## src/rtl/cipu_stream.sv

```systemverilog
// cipu_stream: check-in processing unit.
// Passenger bytes ('A'..'Z') are queued in a FIFO and drained after '$'; baggage bytes are
// stacked in a LIFO and popped in groups on ';' (count from thing_num), or closed by '$'.
// Optional feature macro: CIPU_FIFO2_EN adds a replay pass that re-emits every stored
// passenger on valid_fifo2 after the first drain completes.
module cipu_stream #(
  parameter int unsigned DATA_W     = 8,
  parameter int unsigned FIFO_DEPTH = 16,
  parameter int unsigned LIFO_DEPTH = 16,
  parameter int unsigned NUM_W      = 4
) (
  input  logic              clk,
  input  logic              rst,
  input  logic [DATA_W-1:0] people_thing_in,
  input  logic              people_valid,
  output logic              people_ready,
  input  logic [DATA_W-1:0] thing_in,
  input  logic              thing_valid,
  output logic              thing_ready,
  input  logic [NUM_W-1:0]  thing_num,
  input  logic              ready_fifo,
  input  logic              ready_lifo,
  output logic [DATA_W-1:0] people_thing_out,
  output logic              valid_fifo,
  output logic              valid_fifo2,
  output logic [DATA_W-1:0] thing_out,
  output logic              valid_lifo,
  output logic              done_thing,
  output logic              done_fifo,
  output logic              done_fifo2,
  output logic              done_lifo,
  output logic              ovf_err,
  output logic              unf_err
);

  localparam int unsigned PW  = $clog2(FIFO_DEPTH);
  localparam int unsigned FCW = PW + 1;
  localparam int unsigned LW  = (LIFO_DEPTH > 1) ? $clog2(LIFO_DEPTH) : 1;
  localparam int unsigned LCW = $clog2(LIFO_DEPTH + 1);
  localparam int unsigned MW  = (NUM_W > LCW) ? NUM_W : LCW;

  localparam logic [FCW-1:0] FifoFull = FCW'(FIFO_DEPTH);
  localparam logic [LCW-1:0] LifoFull = LCW'(LIFO_DEPTH);

  localparam logic [7:0] ChA      = 8'h41;
  localparam logic [7:0] ChZ      = 8'h5A;
  localparam logic [7:0] ChDollar = 8'h24;
  localparam logic [7:0] ChSemi   = 8'h3B;
  localparam logic [7:0] ChZero   = 8'h30;

`ifdef CIPU_FIFO2_EN
  typedef enum logic [2:0] {PLoad, PDrain, PDone, PReplay, PDone2} pst_e;
`else
  typedef enum logic [2:0] {PLoad, PDrain, PDone} pst_e;
`endif

  typedef enum logic [2:0] {TLoad, TPop, TZero, TPulse, TEnd} tst_e;

  // ---------------------------------------------------------------------------------------
  // Passenger FIFO
  // ---------------------------------------------------------------------------------------
  logic [DATA_W-1:0] fifo_mem [FIFO_DEPTH];
  pst_e              pst_q, pst_d;
  logic [PW-1:0]     frd_q, frd_d, fwr_q, fwr_d;
  logic [FCW-1:0]    fcnt_q, fcnt_d;
  logic              fpush, fovf;
  logic [7:0]        p_byte;

  assign p_byte = people_thing_in[7:0];

`ifdef CIPU_FIFO2_EN
  // Number of passengers ever stored; defines the replay window ending at the write pointer.
  logic [FCW-1:0] ftot_q;

  // Track total stored passengers for the replay pass.
  always_ff @(posedge clk) begin
    if (!rst) begin
      ftot_q <= '0;
    end else if (fpush) begin
      ftot_q <= ftot_q + FCW'(1);
    end
  end
`endif

  // Passenger next-state, pointer updates and outputs.
  always_comb begin
    pst_d        = pst_q;
    frd_d        = frd_q;
    fwr_d        = fwr_q;
    fcnt_d       = fcnt_q;
    fpush        = 1'b0;
    fovf         = 1'b0;
    people_ready = 1'b0;
    valid_fifo   = 1'b0;
    done_fifo    = 1'b0;
`ifdef CIPU_FIFO2_EN
    valid_fifo2  = 1'b0;
    done_fifo2   = 1'b0;
`endif
    unique case (pst_q)
      PLoad: begin
        people_ready = 1'b1;
        if (people_valid) begin
          if (p_byte >= ChA && p_byte <= ChZ) begin
            if (fcnt_q == FifoFull) begin
              fovf = 1'b1;
            end else begin
              fpush  = 1'b1;
              fwr_d  = fwr_q + PW'(1);
              fcnt_d = fcnt_q + FCW'(1);
            end
          end else if (p_byte == ChDollar) begin
            // Empty queue skips straight to done so done_fifo shows on the next cycle.
            pst_d = (fcnt_q == '0) ? PDone : PDrain;
          end
        end
      end
      PDrain: begin
        if (fcnt_q == '0) begin
          pst_d = PDone;
        end else begin
          valid_fifo = 1'b1;
          if (ready_fifo) begin
            frd_d  = frd_q + PW'(1);
            fcnt_d = fcnt_q - FCW'(1);
            if (fcnt_q == FCW'(1)) pst_d = PDone;
          end
        end
      end
      PDone: begin
        done_fifo = 1'b1;
`ifdef CIPU_FIFO2_EN
        // Rewind to the oldest stored entry; storage was never cleared by the drain.
        pst_d  = PReplay;
        frd_d  = fwr_q - ftot_q[PW-1:0];
        fcnt_d = ftot_q;
`endif
      end
`ifdef CIPU_FIFO2_EN
      PReplay: begin
        done_fifo = 1'b1;
        if (fcnt_q == '0) begin
          pst_d = PDone2;
        end else begin
          valid_fifo2 = 1'b1;
          if (ready_fifo) begin
            frd_d  = frd_q + PW'(1);
            fcnt_d = fcnt_q - FCW'(1);
            if (fcnt_q == FCW'(1)) pst_d = PDone2;
          end
        end
      end
      PDone2: begin
        done_fifo  = 1'b1;
        done_fifo2 = 1'b1;
      end
`endif
      default: pst_d = PLoad;
    endcase
  end

`ifndef CIPU_FIFO2_EN
  assign valid_fifo2 = 1'b0;
  assign done_fifo2  = 1'b0;
`endif

  assign people_thing_out = (valid_fifo | valid_fifo2) ? fifo_mem[frd_q] : '0;

  // Passenger state and pointer registers.
  always_ff @(posedge clk) begin
    if (!rst) begin
      pst_q  <= PLoad;
      frd_q  <= '0;
      fwr_q  <= '0;
      fcnt_q <= '0;
    end else begin
      pst_q  <= pst_d;
      frd_q  <= frd_d;
      fwr_q  <= fwr_d;
      fcnt_q <= fcnt_d;
    end
  end

  // Passenger storage write; contents survive reset.
  always_ff @(posedge clk) begin
    if (fpush) fifo_mem[fwr_q] <= people_thing_in;
  end

  // ---------------------------------------------------------------------------------------
  // Baggage LIFO
  // ---------------------------------------------------------------------------------------
  logic [DATA_W-1:0] lifo_mem [LIFO_DEPTH];
  tst_e              tst_q, tst_d;
  logic [LCW-1:0]    lcnt_q, lcnt_d;
  logic [LCW-1:0]    n_q, n_d;
  logic              lpush, lovf, lunf;
  logic [7:0]        t_byte;
  logic [LW-1:0]     lwr_idx, ltop_idx;

  assign t_byte   = thing_in[7:0];
  assign lwr_idx  = LW'(lcnt_q);
  assign ltop_idx = LW'(lcnt_q - LCW'(1));

  // Baggage next-state, stack updates and outputs.
  always_comb begin
    tst_d       = tst_q;
    lcnt_d      = lcnt_q;
    n_d         = n_q;
    lpush       = 1'b0;
    lovf        = 1'b0;
    lunf        = 1'b0;
    thing_ready = 1'b0;
    thing_out   = '0;
    valid_lifo  = 1'b0;
    done_thing  = 1'b0;
    done_lifo   = 1'b0;
    unique case (tst_q)
      TLoad: begin
        thing_ready = 1'b1;
        if (thing_valid) begin
          if (t_byte == ChSemi) begin
            // Pop count is clipped to the current occupancy.
            if (MW'(thing_num) > MW'(lcnt_q)) begin
              lunf = 1'b1;
              n_d  = lcnt_q;
            end else begin
              n_d = LCW'(thing_num);
            end
            if (thing_num == '0) begin
              tst_d = TZero;
            end else if (n_d != '0) begin
              tst_d = TPop;
            end else begin
              tst_d = TPulse;
            end
          end else if (t_byte == ChDollar) begin
            tst_d = TEnd;
          end else if (lcnt_q == LifoFull) begin
            lovf = 1'b1;
          end else begin
            lpush  = 1'b1;
            lcnt_d = lcnt_q + LCW'(1);
          end
        end
      end
      TPop: begin
        valid_lifo = 1'b1;
        thing_out  = lifo_mem[ltop_idx];
        if (ready_lifo) begin
          lcnt_d = lcnt_q - LCW'(1);
          n_d    = n_q - LCW'(1);
          if (n_q == LCW'(1)) tst_d = TPulse;
        end
      end
      TZero: begin
        valid_lifo = 1'b1;
        thing_out  = DATA_W'(ChZero);
        if (ready_lifo) tst_d = TPulse;
      end
      TPulse: begin
        done_thing = 1'b1;
        tst_d      = TLoad;
      end
      TEnd: begin
        done_lifo = 1'b1;
      end
      default: tst_d = TLoad;
    endcase
  end

  // Baggage state, occupancy and pending-pop registers.
  always_ff @(posedge clk) begin
    if (!rst) begin
      tst_q  <= TLoad;
      lcnt_q <= '0;
      n_q    <= '0;
    end else begin
      tst_q  <= tst_d;
      lcnt_q <= lcnt_d;
      n_q    <= n_d;
    end
  end

  // Baggage storage write; contents survive reset.
  always_ff @(posedge clk) begin
    if (lpush) lifo_mem[lwr_idx] <= thing_in;
  end

  // ---------------------------------------------------------------------------------------
  // Sticky error flags
  // ---------------------------------------------------------------------------------------
  logic ovf_q, unf_q;

  // Errors accumulate from either queue until reset.
  always_ff @(posedge clk) begin
    if (!rst) begin
      ovf_q <= 1'b0;
      unf_q <= 1'b0;
    end else begin
      ovf_q <= ovf_q | fovf | lovf;
      unf_q <= unf_q | lunf;
    end
  end

  assign ovf_err = ovf_q;
  assign unf_err = unf_q;

endmodule

```

## config.mk

```make
export PLATFORM = sky130hd
export DESIGN_NAME = cipu_stream
export DESIGN_NICKNAME = d
export VERILOG_FILES = /design/src/rtl/cipu_stream.sv
export SDC_FILE = /design/constraint.sdc
export NUM_CORES = 1
export LEC_CHECK = 0
export BUFFER_PORTS_ARGS = -buffer_cell sky130_fd_sc_hd__buf_2
export CORE_ASPECT_RATIO = 1.25
export CORE_MARGIN = 3
export CORE_UTILIZATION = 50
export DETAILED_ROUTE_END_ITERATION = 7
export PLACE_DENSITY = 0.67
export SETUP_SLACK_MARGIN = 0.4
export SLEW_MARGIN = 20
export SYNTH_ARGS = -nofsm -noshare
export SYNTH_HDL_FRONTEND = slang
export SYNTH_SLANG_ARGS = --single-unit
```

## constraint.sdc

```tcl
create_clock -name clk -period 3.9 [get_ports clk]
set_input_delay 0.195 -clock clk [delete_from_list [all_inputs] [get_ports clk]]
set_output_delay 0.195 -clock clk [all_outputs]
set_load 0.1 [all_outputs]
```

Word level (Yosys, flattened, before mapping)
Memories as Yosys holds them, arrays and structs flattened. A register that Yosys moved wholly into a read port is not among the register bits.
Index checks and enable logic that the tools add are counted.
{ "totals": {"wordCells": 150, "n_memories": 2, "ram_bits": 256, "register_bits": 31, "output_inout_bits": 27, "input_bits": 26} }
{ "classes": {"n_bitwise": 7, "reduce_logical": 16, "add_sub_neg": 7, "n_mux": 75, "n_lt_le_gt_ge": 3, "eq_ne": 31} }
{ "mem_list": {"columns": ["memory", "depth", "width", "read_ports", "rd_clocked_by_memory_dff", "wr", "line_no", "text"], "rows": [
  ["fifo_mem", 16, 8, 1, 1, 1, "62", "logic [DATA_W-1:0] fifo_mem [FIFO_DEPTH];"],
  ["lifo_mem", 16, 8, 1, 0, 1, "192", "logic [DATA_W-1:0] lifo_mem [LIFO_DEPTH];"]
]} }
{ "op_table": {"columns": ["operator", "n"], "rows": [
  ["2-to-1 mux 5 bit", 17],
  ["2-to-1 mux 3 bit", 12],
  ["2-to-1 mux 1 bit", 34],
  ["!= test 2 bit (second input constant)", 15],
  ["case mux 5 bit (2 select lines)", 3],
  ["== test 8 x 6 -> 1 bit (second input constant)", 3],
  ["AND reduction 6 bit", 4],
  ["case mux 8 bit (2 select lines)", 1],
  ["subtractor 5 x 1 -> 5 bit (second input constant)", 3],
  ["case mux 3 bit (4 select lines)", 1],
  ["adder 5 x 1 -> 5 bit (second input constant)", 2],
  ["== test 5 x 1 -> 1 bit (second input constant)", 2],
  ["== test 5 bit (second input constant)", 2],
  ["== test 3 x 2 -> 1 bit (second input constant)", 3],
  ["!= test 3 bit (second input constant)", 3],
  ["case mux 3 bit (3 select lines)", 1],
  ["adder 4 x 1 -> 4 bit (second input constant)", 2],
  ["greater-or-equal comparator 8 x 7 -> 1 bit (second input constant)", 1],
  ["less-or-equal comparator 8 x 7 -> 1 bit (second input constant)", 1],
  ["2-to-1 mux 4 bit", 2],
  ["2-to-1 mux 8 bit", 1],
  ["AND reduction 4 bit", 2],
  ["== test 3 x 1 -> 1 bit (second input constant)", 2],
  ["zero test 3 bit", 2],
  ["other kinds (12)", 20]
]} }

Longest topological paths before layout
Gate-level depths: netlist of run 1.
{ "depth": {"word_depth": 11, "ltp_mapped": 11, "mapped_depth_nobuf": 7} }

Worst setup path before layout of run 1
OpenSTA, ideal clock, no wires.
{ "synth_timing": {"path_type": "register to output", "startpoint": "register lcnt_q[0]", "endpoint": "output thing_out[0]", "slack_ns": -0.948, "required_time_ns": 3.705, "t_arrival_ns": 4.653, "path_buffers": 6, "stages_incl_launch_ff": 12, "path_cell_list": "dfxtp_1 -> buf_4 -> buf_4 -> buf_4 -> inv_1 -> ha_1 -> buf_2 -> buf_2 -> buf_4 -> mux4_2 -> mux2i_1 -> a211oi_1"} }
{ "synth_between": {"elab_chain_len": 3} }
{ "synth_rtl": {"columns": ["item", "line_no", "text"], "rows": [
  ["start, declared", "194", "logic [LCW-1:0] lcnt_q, lcnt_d;"],
  ["start signal, assigned", "279", "lcnt_q <= lcnt_d;"],
  ["subtractor 5 x 1 -> 5 bit", null, null],
  ["memory read (16 x 8 bit)", null, null],
  ["case mux 8 bit (2 select lines)", "217", "unique case (tst_q)"],
  ["end, declared", "26", "output logic [DATA_W-1:0] thing_out,"]
]} }
No other way between the ends.

Worst setup path in the final report of run 1
{ "layout_timing": {"startpoint": "register lcnt_q[1]", "endpoint": "output thing_out[5]"} }
Same word-level chain as after synthesis.

==> results of run 1 <==
## stage by stage
step	power, mW	setup WS [ns]	std cells	hold slack, ns	utilization (%)
global route	6.66	0.411	1116	0.0591	57.9
CTS	6.51	0.490	1116	0.0345	57.8
floorplan	3.79	0.337	709	0.294	-
detailed placement	3.92	0.972	1067	0.467	54.1
finish	6.44	0.557	1116	0.0491	57.9
global placement	3.90	1.03	1067	0.454	54.1
## kinds of logic after synthesis
group	share of synthesized area, %
xor gates and xnor gates	0.718
DFF	68.6
buffers and inverters	2.04
muxes	15.0
other	0.0307
adders and majority gates	2.05
AOI/OAI and AO/OA	4.16
and+or+nand+nor	7.43
## worst min-delay path, stage by stage
cell	delay [ns]
buf_2	0.13
a41oi_1	0.10
a21oi_1	0.13
## Yosys cell counts (3+ instances only)
| library cell | number | share of area, % |
|---|---|---|
| ha_1 | 20 | 2.1 |
| a41oi_1 | 3 | 0.22 |
| nor3_1 | 11 | 0.45 |
| edfxtp_1 | 256 | 63 |
| o21ai_0 | 11 | 0.45 |
| nor2b_1 | 9 | 0.46 |
| nand4_1 | 7 | 0.36 |
| nor4b_1 | 4 | 0.29 |
| nand2b_1 | 11 | 0.56 |
| clkbuf_1 | 15 | 0.46 |
| or3_1 | 7 | 0.36 |
| and2_1 | 8 | 0.41 |
| mux4_2 | 74 | 14 |
| nor2_1 | 47 | 1.4 |
| buf_1 | 3 | 0.092 |
| nor4_1 | 7 | 0.36 |
| dfxtp_1 | 34 | 5.6 |
| and3_1 | 4 | 0.21 |
| nand2_1 | 33 | 1.0 |
| or4_1 | 3 | 0.18 |
| inv_1 | 17 | 0.52 |
| mux2i_1 | 16 | 1.3 |
| xnor2_1 | 7 | 0.50 |
| buf_4 | 9 | 0.55 |
| a21oi_1 | 18 | 0.74 |
| nand3_1 | 4 | 0.16 |
| buf_2 | 10 | 0.41 |
| xor2_1 | 3 | 0.22 |
| a211oi_1 | 19 | 1.2 |
## final timing paths
path	endpoint	slack, ns
max	thing_out[5]	0.56
min	ovf_err$_SDFF_PN0_	0.05
max reg2reg	n_q[2]$_SDFFE_PN0P_	1.03
min reg2reg	n_q[4]$_SDFFE_PN0P_	0.48
## routing by layer
layer | global-route usage (%) | share of wire [%] | vias to the layer above | routed length (um)
li1 | - | - | 2941 | -
met1 | 22.6 | 37 | 3313 | 9250
met3 | 2.49 | 4.3 | 58 | 1080
met5 | 0 | 0 | - | 0
met2 | 36.6 | 56 | 181 | 13900
met4 | 6.01 | 3.2 | 0 | 793
## power by group through the flow
stage,clock network [mW],logic (mW),registers (mW)
3_5_place_dp,0,0.440,3.48
3_3_place_gp,0,0.430,3.47
5_1_grt,2.78,0.478,3.41
6_report,2.59,0.440,3.41
4_1_cts,2.65,0.443,3.41
2_1_floorplan,0,0.313,3.47
## sequential cells by signal, summed over array words and instances (netlist names), 2 cells and up, named ones only
name and flops:
fcnt_q 5, fifo_mem 128, frd_q 4, fwr_q 4, lcnt_q 5, lifo_mem 128, n_q 5, pst_q 2
tst_q 3
## layout make-up
type | instances | area share (%)
flip-flops and latches | 290 | 60.5
multi-input cells | 365 | 26.7
clock buffers | 33 | 5.20
repair buffers | 70 | 2.95
well taps | 325 | 2.94
clock inverters | 16 | 1.17
inverters | 17 | 0.461
## repair_timing
action	CTS	global route
endpoints found under the hold margin	0	0
pin swaps	0	0
buffers inserted	0	0
gates resized for setup	1	4
setup endpoints to repair	1	7
==> flow_summary.json, run 1 <==
{
  "run_status": "finished clean",
  "drt_iter0_drc": 502,
  "finalWeightedCongestion": 0.813,
  "antenna_left": 0,
  "wl_per_cell_um": 22.5,
  "cts_inserted_buffers": 28,
  "cp_common_cell": "mux4_2",
  "synth_flop_cell": "edfxtp_1",
  "synthToLayoutAreaGrowth_pct": 13.4,
  "vdd_drop_max_v": 0.000378,
  "crit_path_start_kind": "register",
  "r2r_start": "lcnt_q[2]$_SDFFE_PN0P_",
  "min_path_type": "in -> reg",
  "slowest_stage": "mux4_2",
  "cts-hold-fix-buffers": 0,
  "leakagePower_nw": 4.52,
  "power.share.sequential_pct": 52.9,
  "cp_data_arrival_time_ns": 3.15,
  "whs_path_depth": 3,
  "cts_num_sinks": 290,
  "crit_type": "reg -> out",
  "p_switching_mw": 1.36,
  "yosysSeqAreaShare_pct": 68.6,
  "rows": 63,
  "cp_slowest_stage_delay_ns": 0.48,
  "worst_pin_slew_ns": 1.05,
  "regArea_um2": 8370,
  "crit_chain": "inv_1 > ha_1 > buf_6 > mux4_2 > mux4_2 > nand2b_1 > a21oi_2 > buf_2",
  "period_minus_slack_ns": 3.34,
  "multiInputGateArea_um2": 3700,
  "dieWidth_um": 146,
  "gr-total-overflow": 0,
  "power_frac_comb_pct": 6.8,
  "grt_pass1_wl_um": 39500,
  "critical_path.startpoint": "lcnt_q[1]$_SDFFE_PN0P_",
  "synth_seq_cells": 290,
  "finalInstanceArea_um2": 13800,
  "cp_max_fo": 33,
  "cts_max_level": 1,
  "internal_power_mw": 5.08,
  "rsz0062_at_grt": "false",
  "die_height_um": 181,
  "slew_viol_final": 0,
  "grt_pass1_vias": 6833,
  "start_util_pct": 51.1,
  "synth_edf_count": 256,
  "final_common_cell": "edfxtp_1",
  "drive_above_1_share_pct": 25.7,
  "clock_path_buffers": 3,
  "hold_violations": 0,
  "cts_tree": "yes",
  "setup_violations": 0,
  "dieArea_um2": 26300,
  "cap_violations": 0,
  "cp.required_ns": 3.70,
  "grt_max_degree": 39,
  "cp_top_family": "multiplexers",
  "grt_use_total_pct": 19.3,
  "finClkSkew_ns": 0.0126,
  "placed_cell_area_um2": 12900,
  "pwr-share-clk_pct": 40.2,
  "switching_share_pct": 21.1,
  "syn_inst": 708,
  "cts_root_buf": "clkbuf_16",
  "io_buffers": 50,
  "core_area_um2": 23900,
  "antenna_found_initial": 0,
  "slew_headroom_pct": 29.9,
  "netlist_area_um2": 12200,
  "clock_latency_ns": 0.54,
  "power_density_nw_per_um2": 465,
  "fin_crit_sh_pct": 85.7,
  "synth.distinct_cells": 58,
  "drc": 0,
  "worst-path-stages": 8,
  "path_clk_slew_ns": 0.06,
  "hpwl_um": 17300,
  "io_pins": 53,
  "synth-async-reset-ratio_pct": 0,
  "fmax_mhz": 299,
  "vias": 6493,
  "worstPathBufferInverterCount": 3,
  "firstDrtPassIters": 5,
  "reg2reg_depth": 7,
  "ys_warn_count": 0,
  "wl_um": 25100,
  "nets": 818,
  "fin_setup_tns_ns": 0,
  "vias_per_cell": 5.82,
  "fillCellCount": 1810,
  "diodes": 0,
  "endpoint_kind": "output pin",
  "synth.avg_cell_area_um2": 17.2,
  "min-delay-start": "people_valid",
  "final_cell_mix": "256 x edfxtp_1, 74 x mux4_2, 50 x buf_2, 47 x nor2_1, 33 x nand2_1"
}
Note: power is estimated with default switching activity, not from simulation.
==> inputs of run 2 (changes only) <==
--- a/config.mk
+++ b/config.mk
@@ -8,9 +8,9 @@
 export BUFFER_PORTS_ARGS = -buffer_cell sky130_fd_sc_hd__buf_2
 export CORE_ASPECT_RATIO = 1.25
 export CORE_MARGIN = 3
-export CORE_UTILIZATION = 50
+export CORE_UTILIZATION = 60
 export DETAILED_ROUTE_END_ITERATION = 7
-export PLACE_DENSITY = 0.67
+export PLACE_DENSITY = 0.78
 export SETUP_SLACK_MARGIN = 0.4
 export SLEW_MARGIN = 20
 export SYNTH_ARGS = -nofsm -noshare
==> run 2 against run 1 <==
Sequential share of layout area is essentially flat. Global-route usage grew 4.7 points. Clock skew shrank 0.0010 ns. Hold slack lost 0.014 ns. Total power grew 3.2%. Non-clock buffer count grew 1. Via count grew 2.2%.
==> flow_summary.json, run 2 (synthesized netlist as in run 1, its figures left out) <==
{
  "run_status": "finished clean",
  "cts_tree": "yes",
  "cp_max_fo": 33,
  "cts-hold-fix-buffers": 0,
  "vias_per_cell": 6.27,
  "wl_um": 25700,
  "worst_pin_slew_ns": 1.10,
  "drive_above_1_share_pct": 26.7,
  "fin_crit_sh_pct": 86.0,
  "vdd_drop_max_v": 0.000609,
  "gr-total-overflow": 0,
  "r2r-end": "lifo_mem[2][4]$_DFFE_PP_",
  "io_buffers": 50,
  "grt_pass1_vias": 6931,
  "power_density_nw_per_um2": 480,
  "clock_path_buffers": 3,
  "post_cts_buffers": 0,
  "reg2reg_depth": 6,
  "leakagePower_nw": 4.56,
  "io_pins": 53,
  "wl_per_cell_um": 24.3,
  "antenna_found_initial": 0,
  "cap_violations": 0,
  "path_clk_slew_ns": 0.07,
  "dr_wl_met3_um": 1250,
  "rsz0062_at_grt": "false",
  "wl_met1_um": 9590,
  "routed.top_layer": "met4",
  "final_common_cell": "edfxtp_1",
  "drt_iter0_drc": 677,
  "start_util_pct": 62.0,
  "r2r_start": "tst_q[0]$_SDFFE_PN0P_",
  "endpoint": "thing_out[5]",
  "core_area_um2": 19700,
  "dr_wl_met2_um": 14100,
  "nets": 818,
  "dieArea_um2": 22100,
  "die_height_um": 165,
  "crit_type": "reg -> out",
  "hold_violations": 0,
  "finClkSkew_ns": 0.0116,
  "grt_pass1_wl_um": 40100,
  "dieWidth_um": 134,
  "vias": 6633,
  "endpoint_kind": "output pin",
  "hpwl_um": 17200,
  "slew_viol_final": 0,
  "min_path_type": "in -> reg",
  "power_mw": 6.65,
  "cts_num_sinks": 290,
  "critical_path.startpoint": "lcnt_q[1]$_SDFFE_PN0P_",
  "antenna_left": 0,
  "fmax_mhz": 298,
  "reg2reg_slack_ns": 0.94,
  "firstDrtPassIters": 5,
  "grt_use_total_pct": 24.0,
  "cts_inserted_buffers": 27,
  "clock_latency_ns": 0.54,
  "final_cell_mix": "256 x edfxtp_1, 74 x mux4_2, 50 x buf_2, 47 x nor2_1, 33 x nand2_1",
  "cp_data_arrival_time_ns": 3.16,
  "finalInstanceArea_um2": 13800,
  "synthToLayoutAreaGrowth_pct": 13.5,
  "setup_violations": 0,
  "fin_setup_tns_ns": 0,
  "finalWeightedCongestion": 0.923,
  "cts_max_level": 1,
  "cp.required_ns": 3.70,
  "rows": 57,
  "diodes": 0,
  "drc": 0,
  "largest_registers": "fifo_mem x128, lifo_mem x128",
  "crit_path_start_kind": "register",
  "cts_root_buf": "clkbuf_16",
  "grt_max_degree": 34,
  "period_minus_slack_ns": 3.36,
  "slew_headroom_pct": 25.5,
  "placed_cell_area_um2": 12900
}
==> run 2: changes by cell type in the layout (fill, tap and decap cells not counted) <==
cell	previous run	this run
buf_4	18	20
clkbuf_16	28	27
clkinv_8	1	0
clkinv_1	6	0
clkbuf_8	0	4
buf_6	2	1
inv_6	0	2
clkinv_4	0	1
clkbuf_1	5	4
bufinv_16	3	5
clkinvlp_4	1	2
==> run 2: metrics by stage <==
step	setup WS [ns]	hold slack, ns	std cells	util (%)
finish	0.545	0.0347	1058	70.3
CTS	0.490	0.0194	1058	70.2
floorplan	0.337	0.294	709	-
global route	0.402	0.0582	1058	70.3
detailed placement	0.823	0.470	1008	65.3
global placement	0.869	0.461	1008	65.3
==> run 2: routing by layer <==
metal,up-vias,track usage (%)
met1,3403,30.1
met2,231,43.6
met3,53,2.76
li1,2946,-
met5,-,0
met4,0,8.51
==> run 2: layout make-up <==
cell class | instances | area, um2
Multi-Input combinational cell | 365 | 3700
Clock buffer | 35 | 746
Tap cell | 265 | 332
Clock inverter | 15 | 216
Inverter | 17 | 63.8
Timing Repair Buffer | 71 | 412
Fill cell | 1275 | 5840
Sequential cell | 290 | 8370
==> run 2: critical path: stages (launching register included) <==
cell and delay (ns):
dfxtp_1 0.49, inv_1 0.18, ha_1 0.33, buf_6 0.31, mux4_2 0.36, mux4_2 0.47
nand2b_1 0.10, a21oi_2 0.07, buf_2 0.31
==> run 2: report_power, final <==
group	leakage [nW]	internal [mW]	switching (mW)
Sequential	2.58	3.40	0.0187
Combinational	1.51	0.173	0.258
Clock	0.470	1.69	1.11
==> run 2: repair_timing <==
item	CTS	global route
resized for setup	2	2
gates cloned	0	0
endpoints found under the setup margin	8	2
pin swaps	0	0
==> run 2: how the worst min path moves through the flow <==
| stage | startpoint | end | slack [ns] | cells past startpoint |
|---|---|---|---|---|
| after CTS | ready_lifo | tst_q[1]$_SDFFE_PN0P_ | 0.02 | 4 |
| after detailed placement | unf_err$_SDFF_PN0_ | unf_err$_SDFF_PN0_ | 0.47 | 2 |
| after global placement | unf_err$_SDFF_PN0_ | unf_err$_SDFF_PN0_ | 0.46 | 2 |
| after global routing | thing_in[2] | lifo_mem[14][2]$_DFFE_PP_ | 0.06 | 1 |
| final | ready_lifo | tst_q[1]$_SDFFE_PN0P_ | 0.03 | 4 |
| after floorplan | people_thing_in[0] | fifo_mem[0][0]$_DFFE_PP_ | 0.29 | 0 |
